===== config.mk =====
export PLATFORM = sky130hd
export DESIGN_NAME = pipeline_stall_ctrl
export DESIGN_NICKNAME = d
export VERILOG_FILES = /design/src/rtl/pipeline_stall_ctrl_pkg.sv /design/src/rtl/pipeline_stall_ctrl_drain_counter.sv /design/src/rtl/pipeline_stall_ctrl.sv
export SDC_FILE = /design/constraint.sdc
export NUM_CORES = 1
export LEC_CHECK = 0
export CAP_MARGIN = 10
export CELL_PAD_IN_SITES_DETAIL_PLACEMENT = 1
export CELL_PAD_IN_SITES_GLOBAL_PLACEMENT = 1
export CORE_MARGIN = 1.5
export CORE_UTILIZATION = 38
export DETAILED_ROUTE_END_ITERATION = 8
export DONT_BUFFER_PORTS = 1
export PLACE_DENSITY_LB_ADDON = 0.1
export SYNTH_ARGS = -nofsm -noshare
export SYNTH_HDL_FRONTEND = slang
export SYNTH_SLANG_ARGS = --single-unit

===== constraint.sdc =====
create_clock -name i_clk -period 6.24 [get_ports i_clk]
set_clock_uncertainty 0.15 [all_clocks]
set_input_delay 1.248 -clock i_clk [delete_from_list [all_inputs] [get_ports i_clk]]
set_output_delay 1.248 -clock i_clk [all_outputs]
set_load 0.01 [all_outputs]

===== src/rtl/pipeline_stall_ctrl_pkg.sv =====
// pipeline_stall_ctrl_pkg
//   Shared types for the stall/halt controller: FSM state encoding and the
//   bundle of pipeline-register controls driven toward IF/ID and ID/EX.
package pipeline_stall_ctrl_pkg;

  typedef enum logic [1:0] {
    ST_RUN    = 2'd0,
    ST_DRAIN  = 2'd1,
    ST_HALTED = 2'd2
  } state_e;

  typedef struct packed {
    logic pc_wen;
    logic if_id_wen;
    logic if_id_flush;
    logic id_ex_bubble;
  } ctrl_t;

  // Hold PC and IF/ID, push a NOP into ID/EX.
  localparam ctrl_t CTRL_FREEZE = '{pc_wen: 1'b0, if_id_wen: 1'b0, if_id_flush: 1'b0, id_ex_bubble: 1'b1};
  // Normal advance.
  localparam ctrl_t CTRL_ADV    = '{pc_wen: 1'b1, if_id_wen: 1'b1, if_id_flush: 1'b0, id_ex_bubble: 1'b0};
  // Taken branch: write the target PC and squash the wrong-path fetch.
  localparam ctrl_t CTRL_FLUSH  = '{pc_wen: 1'b1, if_id_wen: 1'b1, if_id_flush: 1'b1, id_ex_bubble: 1'b0};

endpackage


===== src/rtl/pipeline_stall_ctrl_drain_counter.sv =====
// pipeline_stall_ctrl_drain_counter
//   Loadable down-counter used to time the HLT drain.
//   i_clk, i_rst     : clock, async active-high reset (clears to 0)
//   i_load/i_load_val: load a start value (load wins over decrement)
//   i_dec            : decrement by one, holding at zero
//   o_val            : current count
//   o_zero_next      : count is 1, so the next decrement reaches zero
module pipeline_stall_ctrl_drain_counter #(
  parameter int W = 2
) (
  input  logic         i_clk,
  input  logic         i_rst,
  input  logic         i_load,
  input  logic [W-1:0] i_load_val,
  input  logic         i_dec,
  output logic [W-1:0] o_val,
  output logic         o_zero_next
);

  logic [W-1:0] r_val;

  always_ff @(posedge i_clk or posedge i_rst) begin
    if (i_rst) begin
      r_val <= '0;
    end else if (i_load) begin
      r_val <= i_load_val;
    end else if (i_dec && (r_val != '0)) begin
      r_val <= r_val - W'(1);
    end
  end

  assign o_val       = r_val;
  assign o_zero_next = (r_val == W'(1));

endmodule


===== src/rtl/pipeline_stall_ctrl.sv =====
// pipeline_stall_ctrl
//   Turns hazard-unit stall/halt requests into PC / IF/ID / ID/EX controls,
//   sequences HLT (freeze fetch, drain, sticky halt) and counts stall cycles.
//   i_clk, i_rst       : clock, async active-high reset
//   i_stall_req        : load-use stall request
//   i_hlt_req          : HLT opcode present in IF/ID
//   i_branch_taken     : branch/jump resolved taken in ID
//   i_stat_clr         : synchronous clear of o_stall_count
//   o_pc_wen, o_if_id_wen, o_if_id_flush, o_id_ex_bubble : pipeline controls
//   o_halted           : registered sticky halt flag
//   o_stall_count      : saturating count of accepted stall cycles
//
// state     | meaning
// ----------+-------------------------------------------------------------
// ST_RUN    | normal issue; stall > branch > hlt priority
// ST_DRAIN  | fetch frozen, older instructions completing, timer running
// ST_HALTED | core halted; absorbing until reset
module pipeline_stall_ctrl
  import pipeline_stall_ctrl_pkg::*;
#(
  parameter int DRAIN_CYCLES = 3,
  parameter int CNT_W        = 16
) (
  input  logic             i_clk,
  input  logic             i_rst,
  input  logic             i_stall_req,
  input  logic             i_hlt_req,
  input  logic             i_branch_taken,
  input  logic             i_stat_clr,
  output logic             o_pc_wen,
  output logic             o_if_id_wen,
  output logic             o_if_id_flush,
  output logic             o_id_ex_bubble,
  output logic             o_halted,
  output logic [CNT_W-1:0] o_stall_count
);

  localparam int DW = $clog2(DRAIN_CYCLES + 1);

  state_e           r_state;
  logic             r_halted;
  logic [CNT_W-1:0] r_stall_count;

  ctrl_t            w_ctrl;
  logic             w_go_drain;
  logic             w_stall_acc;
  logic             w_drain_zero_next;
  logic [DW-1:0]    w_drain_val;

  pipeline_stall_ctrl_drain_counter #(.W(DW)) u_drain (
    .i_clk      (i_clk),
    .i_rst      (i_rst),
    .i_load     (w_go_drain),
    .i_load_val (DW'(DRAIN_CYCLES)),
    .i_dec      (r_state == ST_DRAIN),
    .o_val      (w_drain_val),
    .o_zero_next(w_drain_zero_next)
  );

  // Only the terminal-count compare is consumed here; the raw value is kept
  // on the sub-module for debug visibility.
  logic w_unused_drain_val;
  assign w_unused_drain_val = ^w_drain_val;

  always_comb begin
    w_ctrl     = CTRL_FREEZE;
    w_go_drain = 1'b0;
    if (!i_rst) begin
      if (r_state == ST_RUN) begin
        if (i_stall_req) begin
          w_ctrl = CTRL_FREEZE;
        end else if (i_branch_taken) begin
          // A HLT alongside a taken branch is wrong-path and is dropped.
          w_ctrl = CTRL_FLUSH;
        end else if (i_hlt_req) begin
          w_ctrl     = CTRL_FREEZE;
          w_go_drain = 1'b1;
        end else begin
          w_ctrl = CTRL_ADV;
        end
      end
    end
  end

  assign w_stall_acc = (r_state == ST_RUN) && i_stall_req;

  always_ff @(posedge i_clk or posedge i_rst) begin
    if (i_rst) begin
      r_state       <= ST_RUN;
      r_halted      <= 1'b0;
      r_stall_count <= '0;
    end else begin
      case (r_state)
        ST_RUN:    if (w_go_drain) r_state <= ST_DRAIN;
        ST_DRAIN:  if (w_drain_zero_next) begin
                     r_state  <= ST_HALTED;
                     r_halted <= 1'b1;
                   end
        ST_HALTED: r_state <= ST_HALTED;
        default:   r_state <= ST_RUN;
      endcase

      if (i_stat_clr) begin
        r_stall_count <= '0;
      end else if (w_stall_acc && (r_stall_count != '1)) begin
        r_stall_count <= r_stall_count + CNT_W'(1);
      end
    end
  end

  assign o_pc_wen       = w_ctrl.pc_wen;
  assign o_if_id_wen    = w_ctrl.if_id_wen;
  assign o_if_id_flush  = w_ctrl.if_id_flush;
  assign o_id_ex_bubble = w_ctrl.id_ex_bubble;
  assign o_halted       = r_halted;
  assign o_stall_count  = r_stall_count;

endmodule


## Yosys cells after proc, flatten, opt, wreduce, memory -nomap -nowiden

Cells that the tools add are included.

| storage, ports and cells | value |
|---|---|
| register bits | 21 |
| bits in latches | 0 |
| memory bits (writable) | 0 |
| ROM bits | 0 |
| bits of input ports | 6 |
| output and inout port bits | 21 |
| logic and storage cells | 38 |
| memories kept | 0 |

| cells by class | value |
|---|---|
| $add $sub $neg | 2 |
| multipliers | 0 |
| divide/modulo/power cells | 0 |
| order comparisons | 0 |
| equality and inequality tests | 6 |
| shift operators | 0 |
| multiplexer cells | 17 |
| bitwise gates (word level) | 0 |
| reductions and logical operators | 9 |

Operator list:

| operator | number |
|---|---|
| 2-to-1 mux 16 bit | 2 |
| 2-to-1 mux 4 bit | 5 |
| adder 16 x 1 -> 16 bit, second input constant | 1 |
| inequality test 16 bit, second input constant | 1 |
| 2-to-1 mux 2 bit | 4 |
| one-hot mux 2 bit (3 select lines) | 1 |
| nonzero test 2 bit | 3 |
| 2-to-1 mux 1 bit | 5 |
| == test 2 x 1 -> 1 bit, second input constant | 2 |
| AND reduction 2 bit | 2 |
| logical AND 1 bit | 3 |
| == test 2 bit, second input constant | 1 |
| logical NOT 2 bit | 1 |
| inequality test 2 x 1 -> 1 bit, second input constant | 1 |
| inequality test 2 bit, second input constant | 1 |
| subtractor 2 x 1 -> 2 bit, second input constant | 1 |

## Longest topological paths before layout

| logic depth | value |
|---|---|
| word-level depth | 7 |
| depth in mapped cells | 7 |
| depth with buffers taken out | 6 |

## By module

From an unflattened synthesis, not the netlist that was laid out.

| second synthesis, totals | value |
|---|---|
| cell total of the unflattened synthesis | 132 |
| area, all modules | 1242.4 um^2 |

Modules (own cells, without submodules):

| module | times used | cells each | area each (um^2) |
|---|---|---|---|
| pipeline_stall_ctrl | 1 | 118 | 1094.8 |
| pipeline_stall_ctrl_drain_counter | 1 | 14 | 147.6 |

## Least setup slack after synthesis

Ideal clock, no wire load.

| timing | value |
|---|---|
| path kind | input to output |
| from | in i_stall_req |
| to | out o_pc_wen |
| arrival time | 1976 ps |
| data required time | 4842 ps |
| slack | 2866 ps |
| stages on the path | 3 |
| cell sequence | nor3b_1 -> nor2b_1 -> buf_4 |

| between the ends | value |
|---|---|
| longest elaborated chain between the ends | 3 |

Ends and longest elaborated chain:

| element | line | text |
|---|---|---|
| from (decl) | pipeline_stall_ctrl.sv:26 | `input logic i_stall_req,` |
| 2-to-1 mux 4 bit | pipeline_stall_ctrl.sv:70 | `if (i_stall_req) begin` |
| 2-to-1 mux 4 bit | pipeline_stall_ctrl.sv:69 | `if (r_state == ST_RUN) begin` |
| 2-to-1 mux 4 bit | pipeline_stall_ctrl.sv:68 | `if (!i_rst) begin` |
| to (decl) | pipeline_stall_ctrl.sv:30 | `output logic o_pc_wen,` |

Every way passes these cells.

## Worst setup path after layout

| timing | value |
|---|---|
| from | in i_stall_req |
| to | out o_id_ex_bubble |

| between the ends | value |
|---|---|
| longest elaborated chain between the ends | 3 |

Ends and longest elaborated chain:

| element | line | text |
|---|---|---|
| 2-to-1 mux 4 bit | pipeline_stall_ctrl.sv:70 |  |
| 2-to-1 mux 4 bit | pipeline_stall_ctrl.sv:69 |  |
| 2-to-1 mux 4 bit | pipeline_stall_ctrl.sv:68 |  |
| to (decl) | pipeline_stall_ctrl.sv:33 | `output logic o_id_ex_bubble,` |

Every way passes these cells.

==> qor.yml <==
ys_ff_latch: 21
start_util_pct: 40.4
cap_violations: 0
grt_pass1_wl_um: 5180
core-area_um2: 3080
drc: 0
synth_fp_nets: 145
drt-pass1-iter-count: 4
path_cells: "nor3b_1 -> nor2b_1 -> inv_1"
rsz0062_at_grt: "no"
synthCells: 133
critPathKind: "in2out"
slowest_stage: "nor2b_1"
finalCriticalPeriod_ns: 3.54
timing.final.ws_setup_ns: 2.70
die_x_um: 60.2
port_buffers: 0
synth_top_cells_by_area: "dfrtp_1 (42%), ha_1 (6.0%), a21oi_1 (4.8%)"
rows: 20
clk_latency_ns: 0.30
min_period_over_period_pct: 56.8
final.setup.tns_ns: 0
synth_top_cell_area_share_pct: 42.3
synth_ff_type: "dfrtp_1"
nNetsFinal: 146
yosysWarnings: 0
drv_slew: 0
hold_path_class: "reg2reg"
cts_root_buf: "clkbuf_4"
synth_edf_count: 0
antenna_found_initial: 0
ctsHoldBuffers: 0
cts_tree: "built"
clkTransAtPathRegs_ns: 0.12
ys_top_cells_by_count: "dfrtp_1 (21), a21oi_1 (12), nand2_1 (12)"
crit_path_start_kind: "input port"
clkSinkCount: 21
drt-initial-drc-count: 85
drtAntennaViolNets: 0
hold_viol: 0
wl_um: 3080
io_pins: 27
critPathBufInv: 1
die_area_um2: 3620
syn2layout_area_growth_pct: 5.24
cp_slowest_stage_delay_ns: 0.45
crit_fanout: 4
p_leak_nw: 0.534
yosysTopAreaCell: "dfrtp_1"
vias_per_cell: 5.64
hold-worst-slack_ns: 0.385
ys_async_sr_fraction_pct: 100
post-place-ws_ns: 2.72
crit_family: "simple AND/OR/NAND/NOR gates"
grt_pass1_vias: 1053
grt_max_degree: 22
post_cts_resized: 0
relSlewSlack_pct: 46.2
critPathRequiredTime_ns: 4.84
dpl.hpwl_um: 2250
num_vias: 998
htree_levels: 1
status: "complete, no violations"
track_usage_pct: 19.4
tightest_slew_ns: 0.806
cts_made_buffers: 3
post-synth-top-count-cell: "dfrtp_1"
ir_drop_mv: 0.125
place_congestion: 0.772
drive_above_1_share_pct: 6.77
postCtsSetupRepairBufs: 0
gr-total-overflow: 0
syn-cell-area_um2: 1240
placed_cells: 173
die_h_um: 60.2
worstSetupEndpointType: "output port"
cp.arrival_ns: 2.15
antenna_cells: 0
powerDensity_nw_per_um2: 259
setup_viol: 0
ys_types: 37
clockBufferDepth: 2
synth_area_per_cell_um2: 9.34
fmax_ghz: 0.282
fin_cells: 177
synth_seq_area_share_pct: 42.3
wl_per_cell_um: 17.4
## registers in the layout (all words and copies together), names as in the netlist
| name | flops |
|---|---|
| u_drain.o_val | 2 |
| o_stall_count | 16 |
| r_state | 2 |
| o_halted | 1 |
## logic make-up (layout without fill, tap and decap cells)
kind of cell    Yosys count  after routing  synth area share, %
simple gates             56             56                 26.7
xor+xnor                  1              1                0.705
mux                       3              3                 2.72
fa+ha+maj                 6              6                 6.04
compound gates           33             33                 17.2
buf+inv                  13             13                 4.33
flops                    21             21                 42.3
## final timing paths
path | start | endpoint | slack, ns | cells past startpoint
max | i_stall_req | o_id_ex_bubble | 2.70 | 3
min | o_halted$_DFFE_PP0P_ | o_halted$_DFFE_PP0P_ | 0.39 | 1
max reg2reg | o_stall_count[0]$_DFFE_PP0P_ | o_stall_count[12]$_DFFE_PP0P_ | 3.83 | 5
min reg2reg | o_halted$_DFFE_PP0P_ | o_halted$_DFFE_PP0P_ | 0.39 | 1
max in group asynchronous | i_rst | o_stall_count[0]$_DFFE_PP0P_ | 4.62 | 1
min in group asynchronous | i_rst | o_stall_count[14]$_DFFE_PP0P_ | 0.82 | 1
## final cells by class
class	count	area (um^2)
clock buffers	4	26.3
repair buffers	1	7.51
fillers	372	1770
well taps	44	55.1
inverters	8	30.0
multi-input cells	99	663
flip-flops and latches	21	526
## cells in the final DEF, fill, tap and decap left out, types with 2 or more instances in the layout
| master | netlist | layout |
|---|---|---|
| inv_1 | 8 | 8 |
| o41ai_1 | 2 | 2 |
| or4_1 | 7 | 7 |
| o21ai_0 | 4 | 4 |
| clkbuf_4 | 0 | 3 |
| nor3_1 | 2 | 2 |
| ha_1 | 6 | 6 |
| nand4_1 | 4 | 4 |
| nor3b_1 | 2 | 2 |
| and3_1 | 3 | 3 |
| o211ai_1 | 2 | 2 |
| mux2_2 | 3 | 3 |
| o31ai_1 | 6 | 6 |
| nor2b_1 | 3 | 3 |
| dfrtp_1 | 21 | 21 |
| and2_1 | 3 | 3 |
| and4_1 | 3 | 3 |
| nand2_1 | 12 | 12 |
| or3_1 | 4 | 4 |
| nor2_1 | 2 | 2 |
| nand3_1 | 6 | 6 |
| a21oi_1 | 12 | 12 |
## power breakdown
group	switching [W]	leakage, nW	internal (W)	total (W)
Sequential	0.0000153	0.280	0.000155	0.000171
Clock	0.0000433	0.0150	0.0000249	0.0000682
Combinational	0.0000534	0.239	0.0000464	0.0000998
Total	0.000112	0.534	0.000227	0.000339
## worst reg2reg max path: stages (launching register included)
cell and delay, ns:
dfrtp_1 0.47, ha_1 0.25, nand4_1 0.22, or4_1 0.67, or4_1 0.43, a21oi_1 0.15
## stage by stage
stage                     total power (W)  utilization, %  area [um^2]
after floorplan                  0.000255               -         1240
after global placement           0.000268            41.6         1280
after detailed placement         0.000276            41.6         1280
after CTS                        0.000347            42.5         1310
after global routing             0.000371            42.5         1310
final                            0.000339            42.5         1310
## layer usage
layer | GRT usage, % | routed length, um | vias to the layer above
met1 | 26.2 | 1440 | 473
met5 | 0 | 0 | -
met3 | 4.98 | 161 | 2
li1 | - | - | 497
met2 | 30.9 | 1460 | 26
met4 | 4.76 | 19 | 0
Note: power is estimated with default switching activity, not from simulation.
